<file path="src/rtl/rst_trigger_pkg.sv">
// Shared types for the reset trigger: reset cause codes, FSM states and
// the simultaneous-event priority rule.
package rst_trigger_pkg;

    typedef enum logic [1:0] {
        CAUSE_NONE   = 2'd0,
        CAUSE_BUTTON = 2'd1,
        CAUSE_WDT    = 2'd2,
        CAUSE_SW     = 2'd3
    } cause_t;

    typedef enum logic [1:0] {
        ST_IDLE    = 2'd0,
        ST_FIRE    = 2'd1,
        ST_HOLDOFF = 2'd2
    } state_t;

    // Button beats watchdog beats software when events coincide.
    function automatic cause_t pick_cause(input logic btn, input logic wdt, input logic sw);
        cause_t c;
        c = CAUSE_NONE;
        if (btn)
            c = CAUSE_BUTTON;
        else if (wdt)
            c = CAUSE_WDT;
        else if (sw)
            c = CAUSE_SW;
        return c;
    endfunction

endpackage

</file>
<file path="src/rtl/btn_debounce.sv">
// Pushbutton conditioner: 2-flop synchronizer followed by a stable-sample
// counter; emits the debounced level and a one-cycle strobe on its falling edge.
module btn_debounce #(
    parameter int unsigned DEBOUNCE_CYCLES = 1000000
) (
    input  logic i_clk,
    input  logic i_rst,
    input  logic i_btn_n,
    output logic o_level,
    output logic o_fall
);

    localparam int unsigned CNT_W = (DEBOUNCE_CYCLES > 1) ? $clog2(DEBOUNCE_CYCLES) : 1;
    localparam logic [CNT_W-1:0] CNT_LAST = CNT_W'(DEBOUNCE_CYCLES - 1);

    logic             r_sync0;
    logic             r_sync1;
    logic             r_level;
    logic             r_fall;
    logic [CNT_W-1:0] r_cnt;

    // Counter tracks consecutive samples that disagree with the accepted level.
    always_ff @(posedge i_clk) begin
        if (i_rst) begin
            r_sync0 <= 1'b1;
            r_sync1 <= 1'b1;
            r_level <= 1'b1;
            r_fall  <= 1'b0;
            r_cnt   <= '0;
        end else begin
            r_sync0 <= i_btn_n;
            r_sync1 <= r_sync0;
            r_fall  <= 1'b0;
            if (r_sync1 == r_level) begin
                r_cnt <= '0;
            end else if (r_cnt == CNT_LAST) begin
                r_level <= r_sync1;
                r_fall  <= ~r_sync1;
                r_cnt   <= '0;
            end else begin
                r_cnt <= r_cnt + CNT_W'(1);
            end
        end
    end

    assign o_level = r_level;
    assign o_fall  = r_fall;

endmodule

</file>
<file path="src/rtl/rst_trigger.sv">
// Reset request generator: merges button, watchdog and software events into
// a fixed-length registered reset pulse and records which source caused it.
module rst_trigger
    import rst_trigger_pkg::*;
#(
    parameter int unsigned DEBOUNCE_CYCLES = 1000000,
    parameter int unsigned PULSE_CYCLES    = 4,
    parameter int unsigned WDT_WIDTH       = 24
) (
    input  logic                 sys_clk,
    input  logic                 sys_rst,
    input  logic                 btn_n,
    input  logic                 sw_reset_req,
    input  logic                 wdt_en,
    input  logic                 wdt_kick,
    input  logic [WDT_WIDTH-1:0] wdt_load,
    input  logic                 cause_clr,
    output logic                 trigger_reset,
    output logic [1:0]           reset_cause,
    output logic [WDT_WIDTH-1:0] wdt_count
);

    localparam logic [7:0] PULSE_LAST = 8'(PULSE_CYCLES - 1);

    logic                 w_level;
    logic                 w_fall;
    logic                 w_idle;
    logic                 w_btn_evt;
    logic                 w_wdt_evt;
    logic                 w_sw_evt;
    logic                 w_any_evt;
    state_t               r_state;
    state_t               w_state_nxt;
    logic [7:0]           r_pcnt;
    logic [7:0]           w_pcnt_nxt;
    logic                 r_trigger;
    logic                 w_trigger_nxt;
    logic [WDT_WIDTH-1:0] r_wdt;
    // Power-up value only; must survive sys_rst so software can read it.
    cause_t               r_cause = CAUSE_NONE;

    btn_debounce #(
        .DEBOUNCE_CYCLES(DEBOUNCE_CYCLES)
    ) u_debounce (
        .i_clk   (sys_clk),
        .i_rst   (sys_rst),
        .i_btn_n (btn_n),
        .o_level (w_level),
        .o_fall  (w_fall)
    );

    assign w_idle    = (r_state == ST_IDLE);
    assign w_btn_evt = w_idle & w_fall;
    assign w_wdt_evt = w_idle & wdt_en & ~wdt_kick & (r_wdt == '0);
    assign w_sw_evt  = w_idle & sw_reset_req;
    assign w_any_evt = w_btn_evt | w_wdt_evt | w_sw_evt;

    // Expiry reloads too, so a zero reload value fires on every enabled idle cycle.
    always_ff @(posedge sys_clk) begin
        if (sys_rst || !wdt_en || !w_idle || wdt_kick || (r_wdt == '0))
            r_wdt <= wdt_load;
        else
            r_wdt <= r_wdt - WDT_WIDTH'(1);
    end

    always_ff @(posedge sys_clk) begin
        if (sys_rst) begin
            r_state   <= ST_IDLE;
            r_pcnt    <= '0;
            r_trigger <= 1'b0;
        end else begin
            r_state   <= w_state_nxt;
            r_pcnt    <= w_pcnt_nxt;
            r_trigger <= w_trigger_nxt;
        end
    end

    always_comb begin
        w_state_nxt   = r_state;
        w_pcnt_nxt    = r_pcnt;
        w_trigger_nxt = 1'b0;
        case (r_state)
            ST_IDLE: begin
                if (w_any_evt) begin
                    w_state_nxt   = ST_FIRE;
                    w_pcnt_nxt    = '0;
                    w_trigger_nxt = 1'b1;
                end
            end
            ST_FIRE: begin
                if (r_pcnt == PULSE_LAST) begin
                    w_state_nxt = ST_HOLDOFF;
                end else begin
                    w_pcnt_nxt    = r_pcnt + 8'd1;
                    w_trigger_nxt = 1'b1;
                end
            end
            ST_HOLDOFF: begin
                if (w_level)
                    w_state_nxt = ST_IDLE;
            end
            default: w_state_nxt = ST_IDLE;
        endcase
    end

    always_ff @(posedge sys_clk) begin
        if (!sys_rst && w_any_evt)
            r_cause <= pick_cause(w_btn_evt, w_wdt_evt, w_sw_evt);
        else if (cause_clr)
            r_cause <= CAUSE_NONE;
    end

    assign trigger_reset = r_trigger;
    assign reset_cause   = r_cause;
    assign wdt_count     = r_wdt;

endmodule

</file>
<file path="config.mk">
export PLATFORM = sky130hd
export DESIGN_NAME = rst_trigger
export DESIGN_NICKNAME = d
export VERILOG_FILES = /design/src/rtl/rst_trigger_pkg.sv /design/src/rtl/btn_debounce.sv /design/src/rtl/rst_trigger.sv
export SDC_FILE = /design/constraint.sdc
export NUM_CORES = 1
export LEC_CHECK = 0
export BUFFER_PORTS_ARGS = -buffer_cell sky130_fd_sc_hd__buf_2
export CAP_MARGIN = 0
export CORE_ASPECT_RATIO = 1.25
export CORE_UTILIZATION = 51
export CTS_BUF_LIST = sky130_fd_sc_hd__clkbuf_4 sky130_fd_sc_hd__clkbuf_8
export CTS_CLUSTER_SIZE = 25
export DETAILED_ROUTE_END_ITERATION = 8
export GPL_TIMING_DRIVEN = 0
export PLACE_DENSITY = 0.81
export SLEW_MARGIN = 20
export SYNTH_ARGS = -nofsm -noshare
export SYNTH_HDL_FRONTEND = slang
export SYNTH_SLANG_ARGS = --single-unit
</file>
<file path="constraint.sdc">
create_clock -name sys_clk -period 2.09 [get_ports sys_clk]
set_clock_uncertainty 0.2 [all_clocks]
set_input_delay 0.209 -clock sys_clk [delete_from_list [all_inputs] [get_ports sys_clk]]
set_output_delay 0.209 -clock sys_clk [all_outputs]
set_load 0.01 [all_outputs]
</file>
Yosys cells after proc, flatten, opt, wreduce, memory -nomap -nowiden. Cells that the tools add are included.

Bits of input ports: 31. Word-level logic and storage cells: 66. Register bits: 61. Output and inout bits: 27.

Multiplexer cells: 16. Bitwise logic cells: 11. Equality and inequality tests: 9. Reductions and logical operators: 17. $add $sub $neg: 3.

Operator list (number): $logic_not 24->1 (1); $mux 24 (1); $sub 24x1->24 const B (1); $add 20x1->20 const B (1); $eq 20x20->1 const B (1); $mux 2 (8); $mux 8 (2); $pmux 8 s2 (1); $add 8x1->8 const B (1); $eq 8x2->1 const B (1); $pmux 2 s3 (1); $reduce_and 3->1 (2); $reduce_or 3->1 (2); $and 1x1->1 (5); $logic_or 1x1->1 (4); $ne 2x1->1 const B (2); $ne 2x2->1 const B (2); $not 1->1 (4); $reduce_bool 2->1 (2); $logic_not 1->1 (3); $eq 2x1->1 const B (1); $eq 2x2->1 const B (1); $logic_not 2->1 (1); $mux 1 (2); other kinds (5) (6).

Longest topological paths before layout. Gate-level depths: netlist (run 1).

Depth in word-level cells: 8. Mapped depth: 8. Gate-level depth less buffers: 7.

Hierarchy. From an unflattened synthesis (run 1), not the netlist that was laid out.

Cell total of the unflattened synthesis: 331. Area total of the unflattened synthesis: 2960.3 µm².

Modules (own cells, without submodules): rst_trigger (area each 1930.6 µm², instances 1, cells an instance 220); btn_debounce (area each 1029.7 µm², instances 1, cells an instance 111).

Worst setup path after synthesis (run 1). OpenSTA, ideal clock, no wires.

Kind: register to register. From: register r_wdt[10] (netlist: wdt_count[10]). To: register r_cause[0] (netlist: reset_cause[0]) (enable). Arrival: 1.650 ns. Clock period less this slack: 2.165 ns. Library setup time: 0.315 ns. Stages on the path, launching flop included: 6. Setup slack: -0.075 ns. Data required time: 1.575 ns. Cells stage by stage: dfxtp_1 nor4_4 nand4b_2 nor4_4 a21oi_1 o21bai_1.

Longest elaborated chain between the ends: 6.

RTL lines: start, declared (line rst_trigger.sv:38) `logic [WDT_WIDTH-1:0] r_wdt;`; start signal, assigned (line rst_trigger.sv:61) `r_wdt <= wdt_load;`; start signal, assigned (line rst_trigger.sv:63) `r_wdt <= r_wdt - WDT_WIDTH'(1);`; $logic_not 24->1 (line rst_trigger.sv:54) `assign w_wdt_evt = w_idle & wdt_en & ~wdt_kick & (r_wdt == '0);`; $and 1x1->1 (line rst_trigger.sv:54); $or 1x1->1 (2 in series) (line rst_trigger.sv:56) `assign w_any_evt = w_btn_evt | w_wdt_evt | w_sw_evt;`; $logic_and 1x1->1 (line rst_trigger.sv:107) `if (!sys_rst && w_any_evt)`; $reduce_bool 2->1 (no line); end signal, assigned (line rst_trigger.sv:108) `r_cause <= pick_cause(w_btn_evt, w_wdt_evt, w_sw_evt);`; end, declared (line rst_trigger.sv:40) `cause_t r_cause = CAUSE_NONE;`.

Every way passes these cells. A chain may end at the register's enable or synchronous reset.

Worst setup path in the final report (run 1).
From: register r_pcnt[3]. To: register r_pcnt[7].

Longest elaborated chain between the ends: 3. Elaborated cells between the ends (all ways): 6. Those cells by class: 1 x add/sub; 2 x eq/ne; 2 x mux; 1 x reduce/logical.

RTL lines: start, declared (line rst_trigger.sv:34) `logic [7:0] r_pcnt;`; start signal, assigned (line rst_trigger.sv:73) `r_pcnt <= w_pcnt_nxt;`; $add 8x1->8 or $eq 8x2->1 (tied branches) (line rst_trigger.sv:94, rst_trigger.sv:91); $mux 8 or $ne 2x2->1 (tied branches); $pmux 8 s2 or $reduce_and 3->1 (tied branches).

Several ways; a longest one is shown, not always the timed one. The select of a mux whose other input is x is not followed.

==> results of run 1 <==
## report_power, final
part	total [mW]	internal, mW	switching (mW)
logic	0.299	0.157	0.142
clock network	1.01	0.551	0.454
registers	1.28	1.22	0.0639
## routing by layer
| metal | up-vias | global-route usage (%) | wire length (um) |
|---|---|---|---|
| met5 | - | 0 | 0 |
| met4 | 0 | 10.4 | 96 |
| met3 | 9 | 4.65 | 247 |
| met2 | 62 | 40.7 | 3640 |
| met1 | 1233 | 24.4 | 2780 |
| li1 | 1307 | - | - |
## critical path, stage by stage (launching register included)
cell and delay [ps]:
dfxtp_4 340, or4_4 530, nor4b_4 300, a211oi_2 150, nor3_4 290, o2bb2ai_1 160
## synthesized netlist by cell type, drive strengths merged (2+ instances only)
library cell,count,area share [%]
nand3b,3,0.78
nor2,40,5.3
a21oi,5,0.87
or4,2,0.65
nor3b,2,0.52
clkbuf,3,0.43
edfxtp,2,2.1
or2,4,0.87
ha,4,1.7
buf,5,1.6
o21ai,24,5.6
a211oi,2,0.52
dfxtp,59,41
nand2b,2,0.43
and4,2,0.61
inv,3,0.39
o31ai,2,0.69
nor4b,3,1.4
nor3,9,1.9
nand3,16,2.8
nand2,37,4.8
and3,5,1.1
and2,3,0.65
xor2,21,6.4
nand4,5,1.1
a21o,3,0.78
o2bb2ai,6,1.8
nor4,9,3.5
xnor2,22,6.7
## path summary, 6_finish.rpt
kind / to / cells after the start
worst min register to register: u_debounce.r_sync1 / 1
worst max register to register: r_pcnt[7] / 5
worst min-delay path: reset_cause[1] / 2
worst max-delay path: r_pcnt[7] / 5
## per-stage QoR
| step | utilization (%) | hold slack (ps) |
|---|---|---|
| detailed placement | 59.8 | 196 |
| global route | 71.2 | 13.1 |
| floorplan | - | 113 |
| finish | 71.2 | 13.5 |
| global placement | 59.8 | 191 |
| CTS | 69.4 | 6.23 |
## cells in the final DEF, fill, tap and decap left out, drive strengths merged, types with 2 or more instances in the layout
master        n
buf          75
dfxtp        59
nor2         40
nand2        37
dlygate4sd3  25
o21ai        24
xnor2        22
xor2         21
nand3        16
clkbuf       13
nor3          9
nor4          9
o2bb2ai       6
nand4         5
a21oi         5
and3          5
clkinv        5
or2           4
ha            4
inv           3
nand3b        3
and2          3
a21o          3
nor4b         3
nand2b        2
and4          2
edfxtp        2
o31ai         2
nor3b         2
or4           2
a211oi        2
## kinds of logic after synthesis
group	after synthesis	share of synthesized area (%)
fa+ha+maj	4	1.73
xor+xnor	43	13.0
simple gates	146	27.8
mux	2	0.736
flops	61	42.9
buf+inv	11	2.42
compound gates	46	11.4
## flip-flops by register name, summed over array words and instances (netlist names)
register and cells:
wdt_count 24, u_debounce.r_cnt 20, r_pcnt 8, r_state 2, reset_cause 2, trigger_reset 1, u_debounce.o_fall 1, u_debounce.o_level 1
u_debounce.r_sync0 1, u_debounce.r_sync1 1
## area by class of cell
type	count	area share, %
buffer	8	1.71
timing repair buffer	95	16.3
clock inverter	6	1.39
tap	64	2.07
inverter	3	0.291
sequential	61	32.3
clock buffer	10	3.39
multi-input combinational	241	42.5
## timing repair
action	in CTS	in global routing
resized for setup	10	14
setup endpoints to repair	45	46
setup buffers	6	6
hold endpoints to repair	25	0
pin swaps	11	13
hold buffers	25	0
cloned	0	1
==> impl_metrics.yaml, run 1 <==
synthesis:
  ys_seq_area_share_pct: 42.9
  synth_edf_count: 2
  yosysWarnings: 0
  synth.distinct_cells: 49
  postSynthCellCount: 313
  postSynth.asyncResetShare_pct: 0
  synthesis.area_mm2: 0.00289
  syn_area_per_cell_um2: 9.24
  ys_ff_latch: 61
  syn-num-nets: 348
  synth_ff_type: "dfxtp_1"
worst_setup_path:
  crit_fanout: 7
  critical_path_arrival_ps: 2110
  timing.rr.start: "r_pcnt[3]"
  worstSetupEndpointType: "flop"
  required_ps: 2150
  critPathLaunch: "r_pcnt[3]"
  rrSetupSlack_ps: 40
  path_class: "flop to flop"
  startpoint_type: "flop"
routing:
  via_per_inst: 5.35
  routed_wl_um: 6770
  drtIter0Drc: 105
  firstDrtPassIters: 4
  wl_per_cell_um: 13.9
  drc: 0
  postRouteAntennaNets: 0
  num_vias: 2611
timing:
  period_needed_ps: 2050
  max_slew_margin_pct: 70.5
  finalHoldViolations: 0
  setup_violations: 0
  rsz0062_at_grt: "yes"
  tightest_slew_ps: 440
  maxSlewViolCount: 0
  setup_slack_ps: 43.2
  finalSetupTns_ps: 0
  period_share_pct: 97.9
  max_freq_mhz: 489
grt:
  grt_pass1_wl_um: 10700
  overflow: 0
  grt_use_total_pct: 22.2
  grt_max_degree: 11
  antenna_found_initial: 0
  grt_pass1_vias: 2507
power:
  leakage_nw: 1.60
  p_total_mw: 2.58
  ir_drop_v: 0.000604
  power.density_mw_per_mm2: 667
clock_network:
  cts.htree.levels: 3
  cts_sinks: 61
  cts_tree: "yes"
  insertion_delay_ps: 340
  cts_buffers: 9
  clkTransAtPathRegs_ps: 70
  clock-root-buffer: "clkbuf_8"
  clockBufferDepth: 2
place:
  placed_area_mm2: 0.00326
  dp_hpwl_um: 4260
  place_ws_ps: -174
  gp_congestion: 0.810
  portBuffers: 57
  dp_cells: 434
finish:
  ff_latch_area_mm2: 0.00125
  area_delta_synth_final_pct: 34.1
  n_antenna_cell: 0
  fill_cells: 391
  final_cells: 488
  design_area_mm2: 0.00388
  drive_above_1_share_pct: 30.7
  multi_input_area_mm2: 0.00165
  nNetsFinal: 454
die:
  initial_core_util_pct: 53.1
  rows: 30
  die_y_um: 86.2
  io_pins: 58
  dieWidth_um: 69.3
  die_area_mm2: 0.00598
  coreArea_mm2: 0.00544
min_path:
  hold_class: "primary input to flop"
  worstHoldStart: "cause_clr"
run:
  max-cap-violations: 0
status:
  outcome: "completed"
(Power assumes the default switching activity.)
==> inputs of run 2 (changes only) <==
HOLD_SLACK_MARGIN = 0.05   (was not set)
RECOVER_POWER = 50   (was not set)
==> run 2 against run 1 <==
Compared with the run above:
- utilization fell by 0.41 points
- clock power barely moved
- register-to-register slack barely moved
- worst setup slack improved by 6.1 ps
- power fell by 0.19%
- wire length rose by 0.65%
- non-clock buffer count rose by 1
- maximum frequency rose by 0.30%
- final cell count rose by 0.20%
- sequential power barely moved
- critical path type unchanged
- largest cell class unchanged
==> impl_metrics.yaml, run 2 (same netlist as run 1, synthesis figures left out) <==
status:
  outcome: "completed"
worst_setup_path:
  ff2ff_path_depth: 5
  startpoint_type: "flop"
  critical-path-top-delay-family: "simple AND/OR/NAND/NOR gates"
  required_ps: 2150
  slowest_stage: "or4_4"
  critical_path_arrival_ps: 2100
  path_buf_inv: 0
  crit_fanout: 7
  worstSetupEndpointType: "flop"
  path_class: "flop to flop"
  crit_chain: "or4_4 > nor4b_4 > a211oi_2 > nor3_4 > o2bb2ai_1"
  rr_endpoint: "r_pcnt[7]"
  rrSetupSlack_ps: 50
  timing.rr.start: "r_pcnt[3]"
  slowest_delay_ps: 530
min_path:
  worstHoldStart: "sys_rst"
  min_path_cells: 3
  hold_class: "primary input to flop"
  min_to: "r_pcnt[3]"
routing:
  drtIter0Drc: 95
  num_vias: 2611
  firstDrtPassIters: 4
  via_per_inst: 5.34
  drc: 0
  routed_wl_um: 6820
  wl_per_cell_um: 13.9
  postRouteAntennaNets: 0
die:
  dieWidth_um: 69.3
  die_area_mm2: 0.00598
  coreArea_mm2: 0.00544
  die_y_um: 86.2
  rows: 30
  io_pins: 58
  initial_core_util_pct: 53.1
place:
  dp_hpwl_um: 4260
  portBuffers: 57
  gp_congestion: 0.810
timing:
  max_freq_mhz: 490
  finalSetupTns_ps: 0
  period_needed_ps: 2040
  period_share_pct: 97.6
  finalHoldViolations: 0
  maxSlewViolCount: 0
  rsz0062_at_grt: "yes"
  max_slew_margin_pct: 70.6
  tightest_slew_ps: 439
  setup_violations: 0
  fin_hold_ws_ps: 73.1
power:
  p_total_mw: 2.58
  ir_drop_v: 0.000605
  pwr-share-comb_pct: 11.3
  power.density_mw_per_mm2: 669
  p_clk_share_pct: 39.1
  p_switching_uw: 664
  leakage_nw: 1.53
  p_int_mw: 1.91
  pwr-share-seq_pct: 49.6
  swShare_pct: 25.8
finish:
  area_delta_synth_final_pct: 33.3
  final_common_cell: "dfxtp_1"
  n_antenna_cell: 0
  drive_above_1_share_pct: 24.5
  nNetsFinal: 455
  largest_register_ffs: 24
  final_cell_mix: "55 x dfxtp_1, 38 x nor2_1, 36 x nand2_1"
grt:
  overflow: 0
  grt_pass1_vias: 2511
  grt_use_total_pct: 22.3
  grt_pass1_wl_um: 10800
  antenna_found_initial: 0
  grt_max_degree: 11
clock_network:
  clockBufferDepth: 2
  clock-root-buffer: "clkbuf_8"
  insertion_delay_ps: 340
  cts_tree: "yes"
  cts_buffers: 9
  cts_sinks: 61
  cts.htree.levels: 3
  clkTransAtPathRegs_ps: 60
run:
  max-cap-violations: 0
## run 2: cell count changes in the layout (fill, tap and decap cells not counted), sizes merged
cell	before	now
buf	75	51
dlygate4sd3	25	26
clkbuf	13	37
## run 2: tightest hold or removal path: stages
cell	delay, ps
buf_2	160
nor3_4	90
o2bb2ai_1	110
## run 2: area by class of cell
cell class	count	area [um2]
flip-flops and latches	61	1250
plain buffers	8	66.3
repair buffers	96	611
fillers	407	1590
well taps	64	80.1
inverters	3	11.3
clock buffers	10	131
clock inverters	6	53.8
multi-input cells	241	1650
## run 2: worst max-delay path by stage
stage	start	to	cells after the start
after global placement	wdt_count[0]	wdt_count[16]	7
final	r_pcnt[3]	r_pcnt[7]	5
after floorplan	wdt_count[16]	reset_cause[0]	5
after CTS	r_pcnt[3]	r_pcnt[6]	5
after global routing	r_pcnt[3]	r_pcnt[3]	5
after detailed placement	wdt_count[0]	wdt_count[16]	7
## run 2: what timing repair did
action | in CTS | in global routing
endpoints found under the setup margin | 45 | 46
pin swaps | 11 | 13
buffers inserted | 6 | 6
gates cloned | 0 | 1
resized for setup | 10 | 14
hold buffers | 26 | 0
hold endpoints to repair | 27 | 0
## run 2: layer usage
metal / wire, um / GRT usage [%] / vias up
li1: - / - / 1311
met1: 2820 / 24.6 / 1235
met2: 3640 / 41.0 / 56
met3: 250 / 4.65 / 9
met4: 99 / 10.2 / 0
met5: 0 / 0 / -
## run 2: metrics by stage
step / utilization, % / instance area [um2] / instances / setup slack, ps
floorplan: - / 2890 / 313 / 7.82
global placement: 59.8 / 3260 / 434 / -146
global route: 70.8 / 3850 / 489 / -48.0
detailed placement: 59.8 / 3260 / 434 / -174
finish: 70.8 / 3850 / 489 / 49.3
CTS: 69.5 / 3780 / 482 / -1.67
## run 2: power groups by stage
stage,clock network [mW],registers [mW],logic (mW)
after floorplan,0,1.31,0.130
after global placement,0,1.30,0.236
after detailed placement,0,1.30,0.242
after CTS,1.02,1.27,0.287
after global routing,1.07,1.29,0.318
final,1.01,1.28,0.292
==> inputs of run 3 (changes only) <==
PLACE_DENSITY = 0.79   (was 0.81)
SKIP_LAST_GASP = 1   (was not set)
SLEW_MARGIN = 15   (was 20)
==> run 3 against run 2 <==
Compared with the run above:
- worst setup slack worse by 140 ps
- critical path depth up 2
- die area unchanged
- highest routed layer unchanged
- design area up 7.6%
- hold slack better by 5.2 ps
- global-route usage up 0.63 points
- sequential cell count unchanged
- critical endpoint is now wdt_count[16]
- critical path type unchanged
- the flow now finishes with violations (setup timing)
- wire length up 19%
==> impl_metrics.yaml, run 3 (same netlist as run 1, synthesis figures left out) <==
timing:
  tightest_slew_ps: 476
  max_freq_mhz: 459
  setup_violations: 12
  finalHoldViolations: 0
  rsz0062_at_grt: "yes"
  period_share_pct: 104
  fin_hold_ws_ps: 78.2
  max_slew_margin_pct: 68.1
  setup_slack_ps: -86.9
  period_needed_ps: 2180
  maxSlewViolCount: 0
worst_setup_path:
  path_class: "flop to flop"
  critical_path_arrival_ps: 2220
  required_ps: 2130
  slowest_delay_ps: 370
  worstSetupEndpointType: "flop"
  crit_chain: "inv_1 > ha_1 > nor3b_4 > nand4_1 > nor3_1 > xnor2_1 > o21ai_2"
  critPathLaunch: "wdt_count[0]"
  timing.rr.start: "wdt_count[0]"
  crit_fanout: 5
  rrSetupSlack_ps: -90
  startpoint_type: "flop"
  ff2ff_path_depth: 7
  critical-path-top-delay-family: "simple AND/OR/NAND/NOR gates"
  rr_endpoint: "wdt_count[16]"
  path_buf_inv: 1
  slowest_stage: "dfxtp_1"
die:
  io_pins: 58
  dieWidth_um: 69.3
  initial_core_util_pct: 53.1
  rows: 30
  die_y_um: 86.2
  die_area_mm2: 0.00598
  coreArea_mm2: 0.00544
finish:
  nNetsFinal: 461
  fill_cells: 332
  n_antenna_cell: 0
  final_common_cell: "buf_2"
  final_cell_mix: "54 x buf_2, 53 x dfxtp_1, 38 x nor2_1"
  utilization_pct: 76.2
  drive_above_1_share_pct: 36.4
  area_delta_synth_final_pct: 43.4
  largest_register_ffs: 24
min_path:
  hold_class: "primary input to flop"
  min_path_cells: 4
  worstHoldStart: "sys_rst"
  min_to: "r_pcnt[1]"
grt:
  grt_pass1_wl_um: 11000
  antenna_found_initial: 0
  overflow: 0
  grt_max_degree: 12
  grt_use_total_pct: 22.9
  grt_pass1_vias: 2532
routing:
  firstDrtPassIters: 4
  drc: 0
  drtIter0Drc: 139
  num_vias: 2779
  routed_wl_um: 8100
  postRouteAntennaNets: 0
  wl_per_cell_um: 16.4
  via_per_inst: 5.61
place:
  gp_congestion: 0.819
  dp_hpwl_um: 4270
  portBuffers: 57
power:
  power.density_mw_per_mm2: 654
  leakage_nw: 1.66
  ir_drop_v: 0.000429
  p_total_mw: 2.71
clock_network:
  cts_buffers: 9
  cts.htree.levels: 3
  clkTransAtPathRegs_ps: 70
  clockBufferDepth: 2
  clock-root-buffer: "clkbuf_8"
  cts_sinks: 61
  insertion_delay_ps: 350
  cts_tree: "yes"
status:
  outcome: "finished with violations"
  violations: "setup timing"
run:
  max-cap-violations: 0
-- run 3: worst max path at each step --
stage / to / slack [ps] / cells past startpoint
2_1_floorplan: reset_cause[0] / 8 / 5
3_3_place_gp: wdt_count[16] / -140 / 7
3_5_place_dp: u_debounce.r_cnt[19] / -220 / 7
4_1_cts: u_debounce.r_cnt[12] / 2 / 6
5_1_grt: wdt_count[16] / -160 / 7
6_report: wdt_count[16] / -90 / 7
-- run 3: final cells by class --
cell class / instances / area [um2] / share of cell area [%]
clock buffers: 10 / 138 / 3.32
plain buffers: 8 / 70.1 / 1.69
multi-input cells: 241 / 1800 / 43.5
flip-flops and latches: 61 / 1250 / 30.2
clock inverters: 6 / 62.6 / 1.51
well taps: 64 / 80.1 / 1.93
inverters: 3 / 11.3 / 0.271
repair buffers: 102 / 729 / 17.6
-- run 3: worst reg2reg max path, delay by kind of cell (launching register included) --
family / cells / cell delay [ps]
adders and majority gates: 1 / 230
DFF: 1 / 370
buffers and inverters: 1 / 120
AOI/OAI and AO/OA: 1 / 60
xor gates and xnor gates: 1 / 180
and+or+nand+nor: 3 / 930
-- run 3: layer usage --
metal / vias to the layer above / part of all wire, % / global-route usage, %
met4: 0 / 3.1 / 10.4
met1: 1327 / 39 / 25.0
met2: 106 / 53 / 41.7
met5: - / 0 / 0
met3: 23 / 5.2 / 5.70
li1: 1323 / - / -
-- run 3: power by group --
group          switching (mW)  internal [mW]
logic                   0.178          0.185
registers              0.0693           1.22
clock network           0.488          0.578
total                   0.735           1.98
-- run 3: repair_timing --
| item | 4_1_cts | 5_1_grt |
|---|---|---|
| buffers inserted | 7 | 9 |
| gates resized for setup | 10 | 67 |
| endpoints found under the setup margin | 44 | 47 |
| endpoints found under the hold margin | 27 | 0 |
| pin swaps | 10 | 27 |
| hold buffers | 26 | 0 |
| gates cloned | 0 | 3 |
-- run 3: through the flow --
stage	setup TNS, ps	instance area (um2)	setup slack (ps)	cells
finish	-269	4150	-86.9	495
global route	-2990	4150	-163	495
CTS	0	3810	2.41	483
detailed placement	-4420	3260	-220	434
global placement	-2340	3260	-142	434
floorplan	0	2890	7.82	313
